[config.mk]
export PLATFORM = sky130hd
export DESIGN_NAME = imm_gen_pipe
export DESIGN_NICKNAME = d
export VERILOG_FILES = /design/src/rtl/imm_gen_pkg.sv /design/src/rtl/imm_decode_core.sv /design/src/rtl/imm_gen_pipe.sv
export SDC_FILE = /design/constraint.sdc
export NUM_CORES = 1
export LEC_CHECK = 0
export BUFFER_PORTS_ARGS = -buffer_cell sky130_fd_sc_hd__buf_2
export CAP_MARGIN = 20
export CORE_UTILIZATION = 59
export DETAILED_ROUTE_END_ITERATION = 8
export HOLD_SLACK_MARGIN = 0.08
export PLACE_DENSITY = 0.91
export SYNTH_ARGS = -nofsm -noshare
export SYNTH_HDL_FRONTEND = slang
export SYNTH_HIERARCHICAL = 1
export SYNTH_SLANG_ARGS = --single-unit
[constraint.sdc]
create_clock -name clk -period 3.85 [get_ports clk]
set_input_delay 0.5775 -clock clk [delete_from_list [all_inputs] [get_ports clk]]
set_output_delay 0.5775 -clock clk [all_outputs]
set_load 0.02 [all_outputs]
[src/rtl/imm_gen_pkg.sv]
// rtl/imm_gen_pkg.sv - opcode constants and immediate-type codes for the immediate generator
package imm_gen_pkg;

    localparam logic [6:0] OP_IMM   = 7'b0010011;
    localparam logic [6:0] LOAD     = 7'b0000011;
    localparam logic [6:0] JALR     = 7'b1100111;
    localparam logic [6:0] STORE    = 7'b0100011;
    localparam logic [6:0] BRANCH   = 7'b1100011;
    localparam logic [6:0] LUI      = 7'b0110111;
    localparam logic [6:0] AUIPC    = 7'b0010111;
    localparam logic [6:0] JAL      = 7'b1101111;
    localparam logic [6:0] SYSTEM   = 7'b1110011;
    localparam logic [6:0] OP       = 7'b0110011;
    localparam logic [6:0] MISC_MEM = 7'b0001111;

    typedef enum logic [2:0] {
        IMM_NONE = 3'd0,
        IMM_I    = 3'd1,
        IMM_S    = 3'd2,
        IMM_B    = 3'd3,
        IMM_U    = 3'd4,
        IMM_J    = 3'd5,
        IMM_Z    = 3'd6
    } imm_type_e;

endpackage

[src/rtl/imm_decode_core.sv]
// rtl/imm_decode_core.sv - combinational instruction-to-immediate decode
module imm_decode_core
    import imm_gen_pkg::*;
#(
    parameter int XLEN   = 32,
    parameter bit CSR_EN = 1'b1
) (
    input  logic [31:0]     instr,
    output logic [XLEN-1:0] imm,
    output logic [2:0]      imm_type,
    output logic            illegal
);

    logic [31:0] imm32;
    logic        unused_funct3_lo;

    // only funct3[2] distinguishes CSR immediate forms; the rest is ignored
    assign unused_funct3_lo = ^instr[13:12];

    always_comb begin
        imm32    = '0;
        imm_type = IMM_NONE;
        illegal  = 1'b0;
        case (instr[6:0])
            OP_IMM, LOAD, JALR: begin
                imm32    = {{20{instr[31]}}, instr[31:20]};
                imm_type = IMM_I;
            end
            STORE: begin
                imm32    = {{20{instr[31]}}, instr[31:25], instr[11:7]};
                imm_type = IMM_S;
            end
            BRANCH: begin
                imm32    = {{19{instr[31]}}, instr[31], instr[7], instr[30:25], instr[11:8], 1'b0};
                imm_type = IMM_B;
            end
            LUI, AUIPC: begin
                imm32    = {instr[31:12], 12'b0};
                imm_type = IMM_U;
            end
            JAL: begin
                imm32    = {{11{instr[31]}}, instr[31], instr[19:12], instr[20], instr[30:21], 1'b0};
                imm_type = IMM_J;
            end
            SYSTEM: begin
                if (CSR_EN && instr[14]) begin
                    imm32    = {27'b0, instr[19:15]};
                    imm_type = IMM_Z;
                end
            end
            OP, MISC_MEM: begin
                imm32 = '0;
            end
            default: begin
                illegal = 1'b1;
            end
        endcase
    end

    // zimm has bit 31 clear, so plain sign extension of imm32 is correct for every format
    generate
        if (XLEN > 32) begin : g_wide
            assign imm = {{(XLEN-32){imm32[31]}}, imm32};
        end else begin : g_narrow
            assign imm = imm32;
        end
    endgenerate

endmodule

[src/rtl/imm_gen_pipe.sv]
// rtl/imm_gen_pipe.sv - one-cycle immediate generator with two-entry skid buffer
module imm_gen_pipe
    import imm_gen_pkg::*;
#(
    parameter int XLEN   = 32,
    parameter bit CSR_EN = 1'b1,
    parameter int CNT_W  = 16
) (
    input  logic             clk,
    input  logic             rst,
    input  logic             flush,
    input  logic             in_valid,
    output logic             in_ready,
    input  logic [31:0]      instr,
    output logic             out_valid,
    input  logic             out_ready,
    output logic [XLEN-1:0]  imm,
    output logic [2:0]       imm_type,
    output logic             illegal,
    output logic [CNT_W-1:0] illegal_cnt
);

    logic [XLEN-1:0] dec_imm;
    logic [2:0]      dec_type;
    logic            dec_illegal;

    logic            skid_valid;
    logic [XLEN-1:0] skid_imm;
    logic [2:0]      skid_type;
    logic            skid_illegal;

    logic            accept;
    logic            take;

    imm_decode_core #(
        .XLEN   (XLEN),
        .CSR_EN (CSR_EN)
    ) u_decode (
        .instr    (instr),
        .imm      (dec_imm),
        .imm_type (dec_type),
        .illegal  (dec_illegal)
    );

    // ready comes straight from a flop, so it never sees out_ready combinationally
    assign in_ready = !skid_valid;
    assign accept   = in_valid && in_ready && !flush;
    assign take     = out_valid && out_ready;

    always_ff @(posedge clk) begin
        if (rst) begin
            out_valid    <= 1'b0;
            imm          <= '0;
            imm_type     <= IMM_NONE;
            illegal      <= 1'b0;
            skid_valid   <= 1'b0;
            skid_imm     <= '0;
            skid_type    <= IMM_NONE;
            skid_illegal <= 1'b0;
        end else if (flush) begin
            out_valid  <= 1'b0;
            skid_valid <= 1'b0;
        end else if (!out_valid || take) begin
            // skid_valid implies in_ready=0, so a skid refill and an accept never coincide
            if (skid_valid) begin
                out_valid  <= 1'b1;
                imm        <= skid_imm;
                imm_type   <= skid_type;
                illegal    <= skid_illegal;
                skid_valid <= 1'b0;
            end else if (accept) begin
                out_valid <= 1'b1;
                imm       <= dec_imm;
                imm_type  <= dec_type;
                illegal   <= dec_illegal;
            end else begin
                out_valid <= 1'b0;
            end
        end else if (accept) begin
            skid_valid   <= 1'b1;
            skid_imm     <= dec_imm;
            skid_type    <= dec_type;
            skid_illegal <= dec_illegal;
        end
    end

    always_ff @(posedge clk) begin
        if (rst) begin
            illegal_cnt <= '0;
        end else if (accept && dec_illegal && (illegal_cnt != {CNT_W{1'b1}})) begin
            illegal_cnt <= illegal_cnt + 1'b1;
        end
    end

endmodule

# --- Word-level counts from Yosys, hierarchy flattened ---
# Index checks and enable logic that the tools add are counted.
word_totals:
  ff_bits: 90
  latchBits: 0
  mem_bits_rw: 0
  romBits: 0
  input_bits: 37
  output_inout_bits: 54
  word_cells: 54
  n_memories: 0
classes:
  add_sub_neg: 1
  n_mul: 0
  n_div: 0
  order_cmp: 0
  eq_ne: 12
  shifts: 0
  mux: 13
  n_bitwise: 2
  reduce_logical: 17
ops:
  columns: ["op", "count"]
  rows:
  - ["$pmux 32 s6", 1]
  - ["$mux 32", 2]
  - ["$eq 7x7->1 const B", 4]
  - ["$eq 7x6->1 const B", 3]
  - ["$pmux 3 s6", 1]
  - ["$add 16x1->16 const B", 1]
  - ["$ne 16x16->1 const B", 1]
  - ["$eq 7x5->1 const B", 2]
  - ["$reduce_or 11->1", 1]
  - ["$mux 3", 3]
  - ["$eq 7x2->1 const B", 1]
  - ["$eq 7x4->1 const B", 1]
  - ["$reduce_and 3->1", 2]
  - ["$reduce_or 3->1", 2]
  - ["$logic_and 1x1->1", 5]
  - ["$mux 1", 5]
  - ["$mux 5", 1]
  - ["$reduce_or 2->1", 2]
  - ["$logic_not 1->1", 3]
  - ["$not 1->1", 2]
  - ["$reduce_bool 2->1", 1]
  - ["$logic_or 1x1->1", 1]

# --- Longest topological paths before layout ---
depth:
  depth_word: 5
  depth_mapped: 11
  mapped_depth_nobuf: 8

# --- Hierarchy ---
# Netlist, hierarchy kept.
by_module_without_submodules:
  columns: ["mod", "instances", "cells_each", "area_each_um2", "seq_area_each_um2"]
  rows:
  - ["imm_gen_pipe", 1, 420, 3659.8, 1801.7]
  - ["imm_decode_core", 1, 84, 599.3, 0.0]

# --- Worst setup path after synthesis ---
# OpenSTA, ideal clock, no wires.
synth_timing:
  kind: "in2reg"
  from: "input instr[6]"
  to: "register illegal_cnt[14]"
  setup_ns: 0.070
  arrival_ns: 2.498
  t_required_ns: 3.780
  slack_ns: 1.282
  cell_stages: 11
  path_buffers: 3
  cell_sequence: "buf_2 > and2_1 > a21oi_1 > o32ai_1 > nand3_1 > and4bb_1 > buf_4 > or3b_1 > clkbuf_2 > or4_1 > a21oi_1"
synth_between:
  elab_chain_cells: 5
  elab_cells_between_ends: 15
  classes_between: "eq/ne (11); mux (1); reduce/logical (3)"
synth_lines:
  columns: ["item", "line_no", "source"]
  rows:
  - ["start, declared", "imm_gen_pipe.sv:14", "input logic [31:0] instr,"]
  - ["$eq 7x6->1, or another cell as far along", "imm_decode_core.sv:24", "case (instr[6:0])"]
  - ["$reduce_or 11->1 (no source line) (*)", null, null]
  - ["$mux 1 (*)", "imm_decode_core.sv:24", null]
  - ["named net dec_illegal", "imm_gen_pipe.sv:25", "logic dec_illegal;"]
  - ["$logic_and 1x1->1 (*) (2 in series)", "imm_gen_pipe.sv:90", "end else if (accept && dec_illegal && (illegal_cnt != {CNT_W{1'b1}})) begin"]
  - ["end signal, assigned", "imm_gen_pipe.sv:91", "illegal_cnt <= illegal_cnt + 1'b1;"]
  - ["end, declared", "imm_gen_pipe.sv:20", "output logic [CNT_W-1:0] illegal_cnt"]
# The timed path passes the listed nets; every way through them passes the cells marked *.
# A chain may end at the register's enable or synchronous reset.

# --- Worst setup path in the final report ---
layout_timing:
  from: "input instr[2]"
  to: "register illegal_cnt[14]"
# Same word-level chain as after synthesis.

==> results.py <==
metrics = {
    "outcome": {
        "run_status": "finished clean",
    },
    "power": {
        "p_int_uw": 1427,
        "power.density_cell_area_nw_per_um2": 382.7,
        "seq_power_share": 0.509,
        "power_after_layout_uw": 1905,
        "pwr-share-clk": 0.383,
        "worst_case_vdd_ir_drop_mv": 0.2821,
        "share_comb_of_total_power": 0.107,
        "net_load_switching_power_uw": 477.4,
        "power.share.switching": 0.2506,
        "power.static_leakage_uw": 0.001977,
    },
    "floorplanning": {
        "row_count": 30,
        "die_y_microns": 86.97,
        "design.die.area_sq_um": 7563,
        "core_area_sq_um": 6869,
        "die_width_microns": 86.97,
        "effective_utilization_at_floorplan": 0.6200,
        "ios": 91,
    },
    "detailed_routing": {
        "viasPerCell": 6.065,
        "ant_nets": 0,
        "route.detailed.drc": 0,
        "drt_first_iter_violations": 265,
        "detailedRoute.firstPassIterationCount": 4,
        "route.detailed.wl_per_inst_microns": 15.92,
        "detailroute.via_count": 4100,
        "totalWireLength_mm": 10.76,
    },
    "clock_network": {
        "cts-htree-levels": 3,
        "clk_root_buffer_cell": "clkbuf_8",
        "cts_buffers": 9,
        "post_cts_hold_buffer_count": 0,
        "numClockSinks": 90,
        "path_clk_slew_ns": 0.09,
        "cts_resized": 0,
        "cts-root-to-sink-buffers": 2,
        "cts.repair_timing.setup_buffer_count": 0,
        "tritoncts": "yes",
        "clk_latency_ns": 0.36,
    },
    "worst_setup_path": {
        "worstPathMaxFanout": 11,
        "critPathLaunch": "instr[2]",
        "worstPathArrival_ns": 2.88,
        "timing.reg2reg.setup_slack_ns": 1.70,
        "critPathLaunchType": "input port",
        "r2r_cells": 4,
        "r2r_end": "illegal_cnt[0]",
        "worstReg2RegStart": "illegal_cnt[9]",
        "worstPathRequired_ns": 4.14,
        "crit_path_end_kind": "register",
        "critical_path_class": "input port to register",
    },
    "final_layout": {
        "final-seq-area_sq_um": 1803,
        "num-fill-cells": 523,
        "most_frequent_cells_in_the_layout": "buf_2, dfxtp_1, nand2_1, a21oi_1, nor2_1",
        "multiInputGateArea_sq_um": 2298,
        "post_layout_inst_area_sq_um": 4977,
        "antenna_cells": 0,
        "fin_nets": 614,
        "drive_gt1_frac": 0.2155,
        "leading_cell_type_in_the_layout_fill_and_taps_excluded": "buf_2",
        "syn_to_final_growth_pct": 16.86,
    },
    "sta": {
        "clock-skew-final_ns": 0.01531,
        "worst_slew_pin_slew_ns": 0.8767,
        "setup_ws_ns": 1.260,
        "final_critical_period_ns": 2.590,
        "holdWs_ns": 0.4389,
        "min_period_over_period": 0.6728,
        "timing.slew.headroom": 0.4102,
        "final.setup.tns_ns": 0,
        "final_report_setup_violation_count": 0,
        "timing.final.max_slew_violations": 0,
        "finalHoldViolCount": 0,
        "achievable-frequency_ghz": 0.3861,
        "grt_setup_unrepaired": "no",
    },
    "synth": {
        "yosys.area_share.xor_xnor": 0,
        "syn_warnings": 6,
        "syn_nets": 542,
        "synth_top_family_by_area": "compound AO/OA/AOI/OAI gates",
        "yosysSeqAreaShare": 0.4230,
        "share_of_synthesized_cell_area_in_full_adder_half_adder_and_majority_cells": 0.002938,
        "synthesis.area_per_instance_sq_um": 8.451,
        "syn_inst": 504,
        "yosys_register_bits": 90,
        "number_of_synthesized_flops_with_an_enable_pin": 0,
        "synth_compound_gate_area_share": 0.2218,
        "yosysUniqueCellTypes": 53,
        "async_flop_share": 0,
        "yosys_most_used_dff": "dfxtp_1",
        "synthMuxAreaShare": 0.09694,
        "synth_area_sq_um": 4259,
        "synth_simple_gate_area_frac": 0.2156,
    },
    "global_route": {
        "number_of_antenna_violations_at_the_first_check_in_global_routing": 0,
        "overflow": 0,
        "pin_count_of_the_biggest_net_entering_global_routing": 67,
        "gr-usage-all-layers": 0.2883,
        "grt_pass1_wl_mm": 16.99,
        "via_count_of_the_first_global_routing_pass": 3720,
    },
    "min_path": {
        "holdPathStages": 2,
        "holdCritStartpoint": "flush",
        "timing.hold.worst.class": "input port to register",
        "min_to": "skid_valid",
    },
    "placed_design": {
        "hpwlAfterDp_mm": 7.265,
        "cell_area_reported_after_detailed_placement_sq_um": 4732,
        "routabilityCongestion": 0.8995,
        "preCtsSetupSlack_ns": 0.9042,
        "port_buffers": 90,
    },
    "flow_run": {
        "max_cap_violations": 0,
    },
}
sequential cells by signal (all words and copies together), names as in the netlist:
signal,flops
out_valid,1
skid_valid,1
skid_imm,32
imm_type,3
skid_type,3
illegal,1
illegal_cnt,16
imm,32
skid_illegal,1
cell type report:
class	count	area share
Clock inverter	4	0.01483
Clock buffer	11	0.03042
Inverter	4	0.003017
Tap cell	96	0.02413
Sequential cell	90	0.3622
Multi-Input combinational cell	374	0.4618
Timing Repair Buffer	97	0.1036
synth_stat cells (2+ instances only):
master     n  area (sq um)
nor2_1    44         165.2
o21ai_0    7         35.03
o31ai_1    5         37.54
or3_1      7         43.79
nand2_1   82         307.8
nor3_1     5         25.02
a21oi_1   50         250.2
nand2b_1   5         31.28
a21o_1    23         172.7
nor2b_1    6         37.54
and2_1     7         43.79
nor4_1     4         25.02
mux2_2     2         22.52
a211oi_1  37         277.8
buf_1      4         15.01
o41ai_1    2         17.52
clkbuf_1  23         86.33
buf_2      5         25.02
a22o_1     4         35.03
nand4_1    5         31.28
inv_1      4         15.01
nand3_1    7         35.03
mux2i_1   39         390.4
and4_1     2         17.52
dfxtp_1   90          1802
or4_1      5         37.54
o311ai_0   2         17.52
buf_4      3         22.52
routing by layer:
layer / part of all wire / track usage
met5: 0 / 0
met4: 0.030 / 0.1242
met3: 0.071 / 0.06161
met2: 0.49 / 0.4896
met1: 0.41 / 0.3525
how the worst max path moves through the flow:
stage	to	slack, ns	cells past startpoint
5_1_grt	illegal_cnt[14]	1.12	9
2_1_floorplan	illegal_cnt[14]	1.28	11
3_3_place_gp	illegal_cnt[14]	0.99	9
3_5_place_dp	illegal_cnt[14]	0.90	9
4_1_cts	illegal_cnt[14]	1.27	9
6_report	illegal_cnt[14]	1.26	9
metrics by stage:
| stage | instances | util |
|---|---|---|
| 2_1_floorplan | 504 | - |
| 3_3_place_gp | 660 | 0.6889 |
| 3_5_place_dp | 660 | 0.6889 |
| 4_1_cts | 675 | 0.7217 |
| 5_1_grt | 676 | 0.7246 |
| 6_report | 676 | 0.7246 |
power groups by stage:
| stage | combinational, uW | sequential [uW] | clock, uW |
|---|---|---|---|
| floorplan | 99.0 | 1020 | 0 |
| global placement | 194 | 991 | 0 |
| detailed placement | 200 | 992 | 0 |
| CTS | 201 | 970 | 730 |
| global route | 221 | 973 | 774 |
| finish | 204 | 970 | 730 |
critical path: stages:
cell and delay (ns):
buf_2 0.21, inv_1 0.17, a21oi_1 0.17, o32ai_1 0.10
nand3_1 0.15, and4bb_1 0.38, or3b_1 0.48, or4_1 0.49
a21oi_1 0.14
kinds of logic (layout without fill, tap and decap cells):
kind of cell | after synthesis | in the layout
multiplexers | 41 | 41
AND/OR/NAND/NOR | 191 | 191
adder cells (fa/ha/maj) | 1 | 1
flip-flops | 90 | 90
buffers and inverters | 40 | 116
AO/OA/AOI/OAI | 141 | 141
Power figures use the tool's default switching activity.
